<file path="config.mk">
export PLATFORM = sky130hd
export DESIGN_NAME = srl_fifo_ctrl
export DESIGN_NICKNAME = d
export VERILOG_FILES = /design/src/rtl/srl_fifo_pkg.sv /design/src/rtl/srl_fifo_storage.sv /design/src/rtl/srl_fifo_ctrl.sv
export SDC_FILE = /design/constraint.sdc
export NUM_CORES = 1
export LEC_CHECK = 0
export ABC_AREA = 0
export CORE_AREA = 2 2 39 41
export DETAILED_ROUTE_END_ITERATION = 10
export DIE_AREA = 0 0 41 43
export GPL_TIMING_DRIVEN = 0
export PLACE_DENSITY = 0.48
export SYNTH_ARGS = -nofsm -noshare
export SYNTH_HDL_FRONTEND = slang
export SYNTH_SLANG_ARGS = --single-unit
</file>
<file path="constraint.sdc">
create_clock -name clk -period 2 [get_ports clk]
set_clock_uncertainty 0.2 [all_clocks]
set_input_delay 0.6 -clock clk [delete_from_list [all_inputs] [get_ports clk]]
set_output_delay 0.6 -clock clk [all_outputs]
set_load 0.01 [all_outputs]
</file>
<file path="src/rtl/srl_fifo_pkg.sv">
// Shared helpers for the SRL-backed FWFT FIFO controller and its storage.
package srl_fifo_pkg;

    function automatic int cnt_w(input int addr_width);
        return addr_width + 1;
    endfunction

    // Legal capacity: at least two words, and every slot must be addressable.
    function automatic bit depth_ok(input int depth, input int addr_width);
        return (depth >= 2) && (depth <= (1 << addr_width));
    endfunction

    // Occupancy at the widest supported address width; blocks narrow it locally.
    localparam int MAX_ADDR_WIDTH = 16;
    typedef logic [MAX_ADDR_WIDTH:0] occ_max_t;

endpackage

</file>
<file path="src/rtl/srl_fifo_storage.sv">
// DEPTH x DATA_WIDTH shift-register storage: din shifts into slot 0, dout reads slot addr.
module srl_fifo_storage
    import srl_fifo_pkg::*;
#(
    parameter int DATA_WIDTH = 1,
    parameter int ADDR_WIDTH = 1,
    parameter int DEPTH      = 2
) (
    input  logic                  clk,
    input  logic                  we_i,
    input  logic [ADDR_WIDTH-1:0] addr_i,
    input  logic [DATA_WIDTH-1:0] din_i,
    output logic [DATA_WIDTH-1:0] dout_o
);

    logic [DEPTH-1:0][DATA_WIDTH-1:0] sr_q;

    // Data only: no reset, matching the SRL primitive.
    always_ff @(posedge clk) begin
        if (we_i) sr_q <= {sr_q[DEPTH-2:0], din_i};
    end

    always_comb begin
        dout_o = '0;
        if (int'(addr_i) < DEPTH) dout_o = sr_q[addr_i];
    end

endmodule

</file>
<file path="src/rtl/srl_fifo_ctrl.sv">
// First-word-fall-through control around SRL storage with registered full/empty flags.
// Optional SRL_FIFO_CTRL_LEVEL_EN exposes occupancy (if_num_data_valid) and capacity (if_fifo_cap).
module srl_fifo_ctrl
    import srl_fifo_pkg::*;
#(
    parameter int DATA_WIDTH = 1,
    parameter int ADDR_WIDTH = 1,
    parameter int DEPTH      = 2
) (
    input  logic                  clk,
    input  logic                  reset,
    output logic                  if_full_n,
    input  logic                  if_write_ce,
    input  logic                  if_write,
    input  logic [DATA_WIDTH-1:0] if_din,
    output logic                  if_empty_n,
    input  logic                  if_read_ce,
    input  logic                  if_read,
    output logic [DATA_WIDTH-1:0] if_dout
`ifdef SRL_FIFO_CTRL_LEVEL_EN
    ,
    output logic [ADDR_WIDTH:0]   if_num_data_valid,
    output logic [ADDR_WIDTH:0]   if_fifo_cap
`endif
);

    localparam int  CNT_W    = cnt_w(ADDR_WIDTH);
    localparam bit  DEPTH_OK = depth_ok(DEPTH, ADDR_WIDTH);

    typedef logic [CNT_W-1:0] occ_t;

    if (!DEPTH_OK) begin : g_bad_depth
        $error("srl_fifo_ctrl: DEPTH must satisfy 2 <= DEPTH <= 2**ADDR_WIDTH");
    end

    occ_t                  cnt_q, cnt_d;
    logic [ADDR_WIDTH-1:0] addr_q, addr_d;
    logic                  empty_n_q, full_n_q;
    logic                  push, pop;

    assign push = if_write & if_write_ce & full_n_q;
    assign pop  = if_read  & if_read_ce  & empty_n_q;

    always_comb begin
        cnt_d = cnt_q;
        if (push && !pop)      cnt_d = cnt_q + occ_t'(1);
        else if (pop && !push) cnt_d = cnt_q - occ_t'(1);
        addr_d = '0;
        if (cnt_d != '0) addr_d = ADDR_WIDTH'(cnt_d - occ_t'(1));
    end

    // Flags follow the next occupancy so they are valid right after the edge.
    always_ff @(posedge clk or posedge reset) begin
        if (reset) begin
            cnt_q     <= '0;
            addr_q    <= '0;
            empty_n_q <= 1'b0;
            full_n_q  <= 1'b1;
        end else begin
            cnt_q     <= cnt_d;
            addr_q    <= addr_d;
            empty_n_q <= (cnt_d != '0);
            full_n_q  <= (cnt_d != occ_t'(DEPTH));
        end
    end

    srl_fifo_storage #(
        .DATA_WIDTH (DATA_WIDTH),
        .ADDR_WIDTH (ADDR_WIDTH),
        .DEPTH      (DEPTH)
    ) u_storage (
        .clk    (clk),
        .we_i   (push),
        .addr_i (addr_q),
        .din_i  (if_din),
        .dout_o (if_dout)
    );

    assign if_full_n  = full_n_q;
    assign if_empty_n = empty_n_q;

`ifdef SRL_FIFO_CTRL_LEVEL_EN
    assign if_num_data_valid = cnt_q;
    assign if_fifo_cap       = occ_t'(DEPTH);
`endif

endmodule

</file>
# --- After elaboration in Yosys (flattened, before gate mapping) ---
# Cells that the tools add are included.
totals:
  latchBits: 0
  rom_bits: 0
  ramBits: 0
  mem_count: 0
  register_bits: 7
  in_bits: 7
op_classes:
  n_addsub: 3
  bitwise_logic: 4
  n_lt_le_gt_ge: 1
  div_mod_pow: 0
  multipliers: 0
  reduce_logical: 5
  n_shift: 0
  muxes: 5
  n_eq_ne: 1
op_table:
  columns: ["cell", "n"]
  rows:
  - ["bitwise AND 1 bit", 4]
  - ["2-to-1 mux 2 bit", 2]
  - ["2-to-1 mux 1 bit", 3]
  - ["adder 2 x 1 -> 2 bit (second input constant)", 1]
  - ["logical AND 1 bit", 2]
  - ["logical NOT 1 bit", 2]
  - ["< comparator 1 x 2 -> 1 bit (second input constant)", 1]
  - ["inequality test 2 bit (second input constant)", 1]
  - ["nonzero test 2 bit", 1]
  - ["subtractor 2 x 1 -> 2 bit (second input constant)", 1]
  - ["subtractor 1 bit (second input constant)", 1]

# --- Logic depth before layout (Yosys ltp) ---
logic_depth:
  word_depth: 8
  ltp_mapped: 4
  mapped_depth_nobuf: 4

# --- Modules after synthesis ---
# From an unflattened synthesis, not the netlist that was laid out.
unflattened:
  hier_cells: 30
  area_unflattened_um2: 357.8
modules_own_cells:
  columns: ["mod", "area_per_inst_um2", "cells_per_inst", "instances"]
  rows:
  - ["srl_fifo_ctrl", 282.8, 27, 1]
  - ["srl_fifo_storage", 75.1, 3, 1]

# --- Worst setup path before layout ---
# OpenSTA, ideal clock, no wires.
synth_timing:
  path_kind: "input-to-reg"
  start: "input if_write"
  end: "register addr_q"
  required_time_ns: 1.674
  n_path_buf: 0
  path_slack_ns: 0.320
  t_arrival_ns: 1.354
  stages: 4
  path_cell_list: "and3_4 -> and2_4 -> nor3_4 -> a221o_1"
synth_via:
  elab_chain_cells: 8
  word_cells_on_any_way: 10
  cone_classes: "add/sub: 1; mux: 3; bitwise: 2; reduce/logical: 4"
synth_lines:
  columns: ["element", "line", "text"]
  rows:
  - ["start: declaration", "srl_fifo_ctrl.sv:14", "input logic if_write,"]
  - ["bitwise AND 1 bit (*) (2 in a row)", "srl_fifo_ctrl.sv:41", "assign push = if_write & if_write_ce & full_n_q;"]
  - ["logical NOT 1 bit", "srl_fifo_ctrl.sv:47", "else if (pop && !push) cnt_d = cnt_q - occ_t'(1);"]
  - ["logical AND 1 bit", "srl_fifo_ctrl.sv:47", null]
  - ["2-to-1 mux 2 bit", "srl_fifo_ctrl.sv:47", null]
  - ["2-to-1 mux 2 bit (*)", "srl_fifo_ctrl.sv:46", "if (push && !pop) cnt_d = cnt_q + occ_t'(1);"]
  - ["subtractor 1 bit or nonzero test 2 bit (tied branches)", "srl_fifo_ctrl.sv:49", "if (cnt_d != '0) addr_d = ADDR_WIDTH'(cnt_d - occ_t'(1));"]
  - ["2-to-1 mux 1 bit (*)", "srl_fifo_ctrl.sv:49", null]
  - ["net addr_d", "srl_fifo_ctrl.sv:37", "logic [ADDR_WIDTH-1:0] addr_q, addr_d;"]
  - ["end signal: assignment", "srl_fifo_ctrl.sv:61", "addr_q <= addr_d;"]
  - ["end: declaration", "srl_fifo_ctrl.sv:37", null]
# The timed path passes the listed nets; every way through them passes the cells marked *.
# A chain may end at the register's enable or synchronous reset.

# --- Worst setup path in the final report ---
layout_timing:
  start: "register empty_n_q, in the netlist if_empty_n"
  end: "output if_empty_n"
layout_rtl:
  columns: ["element", "line", "text"]
  rows:
  - ["start: declaration", "srl_fifo_ctrl.sv:38", "logic empty_n_q, full_n_q;"]
  - ["start signal: assignment", "srl_fifo_ctrl.sv:62", "empty_n_q <= (cnt_d != '0);"]
  - ["end: declaration", "srl_fifo_ctrl.sv:16", "output logic if_empty_n,"]
# No word-level cell between the ends.

==> flow_summary_export.csv <==
group,metric,value,unit
place,dp.cells,50,
synthesis,synth.cell_area,349,um2
power,p_per_area,1190,nW/um2
sta,rsz0062_at_grt,"false",
worst_setup_path,crit_buf_inv,1,
floorplanning,start_util,25.2,%
job,max_cap_violations,0,
grt,overflow,0,
synthesis,synth_cells,25,
power,p_leak,0.205,nW
clock_tree,cts_tree,"built",
floorplanning,die-area,1760,um2
sta,hold_violations,0,
synthesis,muxShareOfSynthArea,6.09,%
sta,drv_slew,0,
clock_tree,cts.clk_slew.worst_paths,50,ps
synthesis,synth-simple-area-share,24.0,%
clock_tree,clock_latency,250,ps
clock_tree,cts_hold_buf,0,
synthesis,ys_types,19,
synthesis,avgSynthCellArea,14.0,um2
clock_tree,cts-htree-levels,1,
worst_setup_path,start_kind,"flop",
floorplanning,num_io_pins,10,
grt,grtUsageTotal,8.53,%
detailed_routing,wl_met2,268,um
detailed_routing,vias,243,
synthesis,ys_ff_latch,7,
clock_tree,root_buffer,"clkbuf_4",
floorplanning,die-width,41,um
finish,fin_util,36.1,%
worst_setup_path,end_kind,"output pin",
floorplanning,row_count,14,
power,peakVddDrop,0.352,mV
worst_setup_path,path_max_fanout,2,
worst_setup_path,cpPeakStageDelay,540,ps
place,numPortBuffers,9,
sta,setup_tns,0,ps
synthesis,synth_top_family_by_area,"simple AND/OR/NAND/NOR gates",
grt,grt_max_degree,8,
synthesis,yosysSeqAreaShare,53.4,%
synthesis,syn_nets,32,
synthesis,ys_warn_count,0,
detailed_routing,dr.max_layer_used,"met4",
outcome,outcome,"finished clean",
worst_setup_path,timing.rr.end,"addr_q$_DFF_PP0_",
worst_setup_path,required,1200,ps
synthesis,synthAdderAreaFrac,0,%
grt,grt_pass1_vias,241,
worst_setup_path,r2r_cells,4,
synthesis,synth-compound-area-share,11.8,%
finish,syn2layout_area_growth,43.0,%
clock_tree,clk_path_buf_depth,2,
hold_path,min_path_type,"input pin to async pin",
worst_setup_path,r2r-start,"if_full_n$_DFF_PP1_",
detailed_routing,drt_iter0_markers,6,
detailed_routing,wl_met1,262,um
grt,grt_pass1_wl,931,um
floorplanning,die_h,43,um
detailed_routing,ant_nets,0,
clock_tree,numCtsBuffers,3,
sta,worstMarginPinSlew,254,ps
grt,antenna_found_initial,0,
finish,fin_cells,56,
clock_tree,cts_sinks,7,
synthesis,synth_xor_area_share,2.51,%
detailed_routing,wl,604,um
sta,fin_ws,54.4,ps
detailed_routing,vias_per_cell,4.34,
worst_setup_path,critPathArrivalTime,1150,ps
sta,period_minus_slack,1950,ps
place,place_area,459,um2
sta,max_slew_margin,83.1,%
detailed_routing,wire_per_inst,10.8,um
sta,setup_viol,0,
detailed_routing,drcViolationCount,0,
finish,design_area,499,um2
sta,finalCritPeriodShare,97.3,%
worst_setup_path,critical_path_class,"flop to output pin",
finish,insertedDiodeCount,0,
worst_setup_path,critPathTopFamily,"buffers and inverters",
detailed_routing,wl_met3,52,um
place,place_congestion,0.754,
finish,final_nets,48,
floorplanning,coreArea,1380,um2
place,place_ws,-195,ps
worst_setup_path,cp_slowest_cell,"clkdlybuf4s50_1",
worst_setup_path,crit_chain,"clkdlybuf4s50_1",
finish,drive_gt1_share,37.5,%
worst_setup_path,rrSetupSlack,350,ps
detailed_routing,first_pass_iters,3,
sta,timing.fmax,0.514,GHz
-- power breakdown --
group	switching, mW	leakage (nW)	total [mW]	internal, mW
sequential	0.0490	0.0753	0.250	0.201
clock	0.0531	0.0150	0.129	0.0762
combinational	0.0863	0.115	0.215	0.128
total	0.188	0.205	0.594	0.406
-- stage by stage --
stage | hold slack, ps | power [mW]
6_report | 342 | 0.594
5_1_grt | 359 | 0.638
4_1_cts | 252 | 0.596
3_5_place_dp | 240 | 0.472
3_3_place_gp | 234 | 0.466
2_1_floorplan | 178 | 0.396
-- cell type report --
cell class                      count  area (um2)
Fill cell                         132         885
Timing Repair Buffer               11         104
Multi-Input combinational cell     16         155
Sequential cell                     7         186
Clock buffer                        4        26.3
Tap cell                           16        20.0
Inverter                            2        7.51
-- flip-flops by register name, indices dropped and copies added (netlist names) --
register / cells
addr_q: 1
cnt_q: 2
if_empty_n: 1
if_full_n: 1
u_storage.sr_q: 2
-- Yosys cell counts --
| master | count | area, um2 |
|---|---|---|
| mux2_2 | 1 | 11.3 |
| nand3_2 | 1 | 10.0 |
| xnor2_1 | 1 | 8.76 |
| dfstp_2 | 1 | 26.3 |
| inv_1 | 2 | 7.51 |
| and2_4 | 1 | 8.76 |
| o21a_1 | 1 | 7.51 |
| and2b_1 | 1 | 7.51 |
| dfrtp_1 | 4 | 100 |
| a221oi_2 | 1 | 15.0 |
| nor2_4 | 1 | 11.3 |
| nor3_4 | 1 | 16.3 |
| and3_4 | 1 | 11.3 |
| nor2_1 | 1 | 3.75 |
| mux2i_1 | 1 | 10.0 |
| edfxtp_1 | 2 | 60.1 |
| and3_2 | 2 | 15.0 |
| a221o_1 | 1 | 10.0 |
| a221oi_1 | 1 | 8.76 |
-- placed cells by master (no fill, tap or decap), drive strengths merged, types with 2 or more instances in the layout --
master / netlist / layout
dfrtp: 4 / 4
a221oi: 2 / 2
clkbuf: 0 / 4
inv: 2 / 2
buf: 0 / 2
nor2: 2 / 2
edfxtp: 2 / 2
and3: 3 / 3
clkdlybuf4s50: 0 / 7
-- cell families (layout without fill, tap and decap cells) --
family,after synthesis,count (layout)
simple gates,9,9
compound gates,4,4
buf+inv,2,17
mux,2,2
xor+xnor,1,1
flops,7,7
-- per-layer routing --
metal  track usage [%]  up-vias
met5                 0        -
met4              8.00        0
met3              3.14        2
met2              11.6       10
met1              9.67      105
li1                  -      126
-- what timing repair did --
| action | 4_1_cts | 5_1_grt |
|---|---|---|
| setup buffers | 0 | 2 |
| endpoints found under the hold margin | 0 | 0 |
| setup endpoints to repair | 2 | 2 |
| resized for setup | 2 | 1 |
-- how the worst max path moves through the flow --
stage	from	endpoint	slack [ps]	depth (start not counted)
after floorplan	if_write	addr_q$_DFF_PP0_	320	4
after global placement	if_write	addr_q$_DFF_PP0_	-200	5
after detailed placement	if_write	addr_q$_DFF_PP0_	-190	5
after CTS	addr_q$_DFF_PP0_	if_dout	7	2
after global routing	if_empty_n$_DFF_PP0_	if_empty_n	8	1
final	if_empty_n$_DFF_PP0_	if_empty_n	50	1
(Power assumes the default switching activity.)
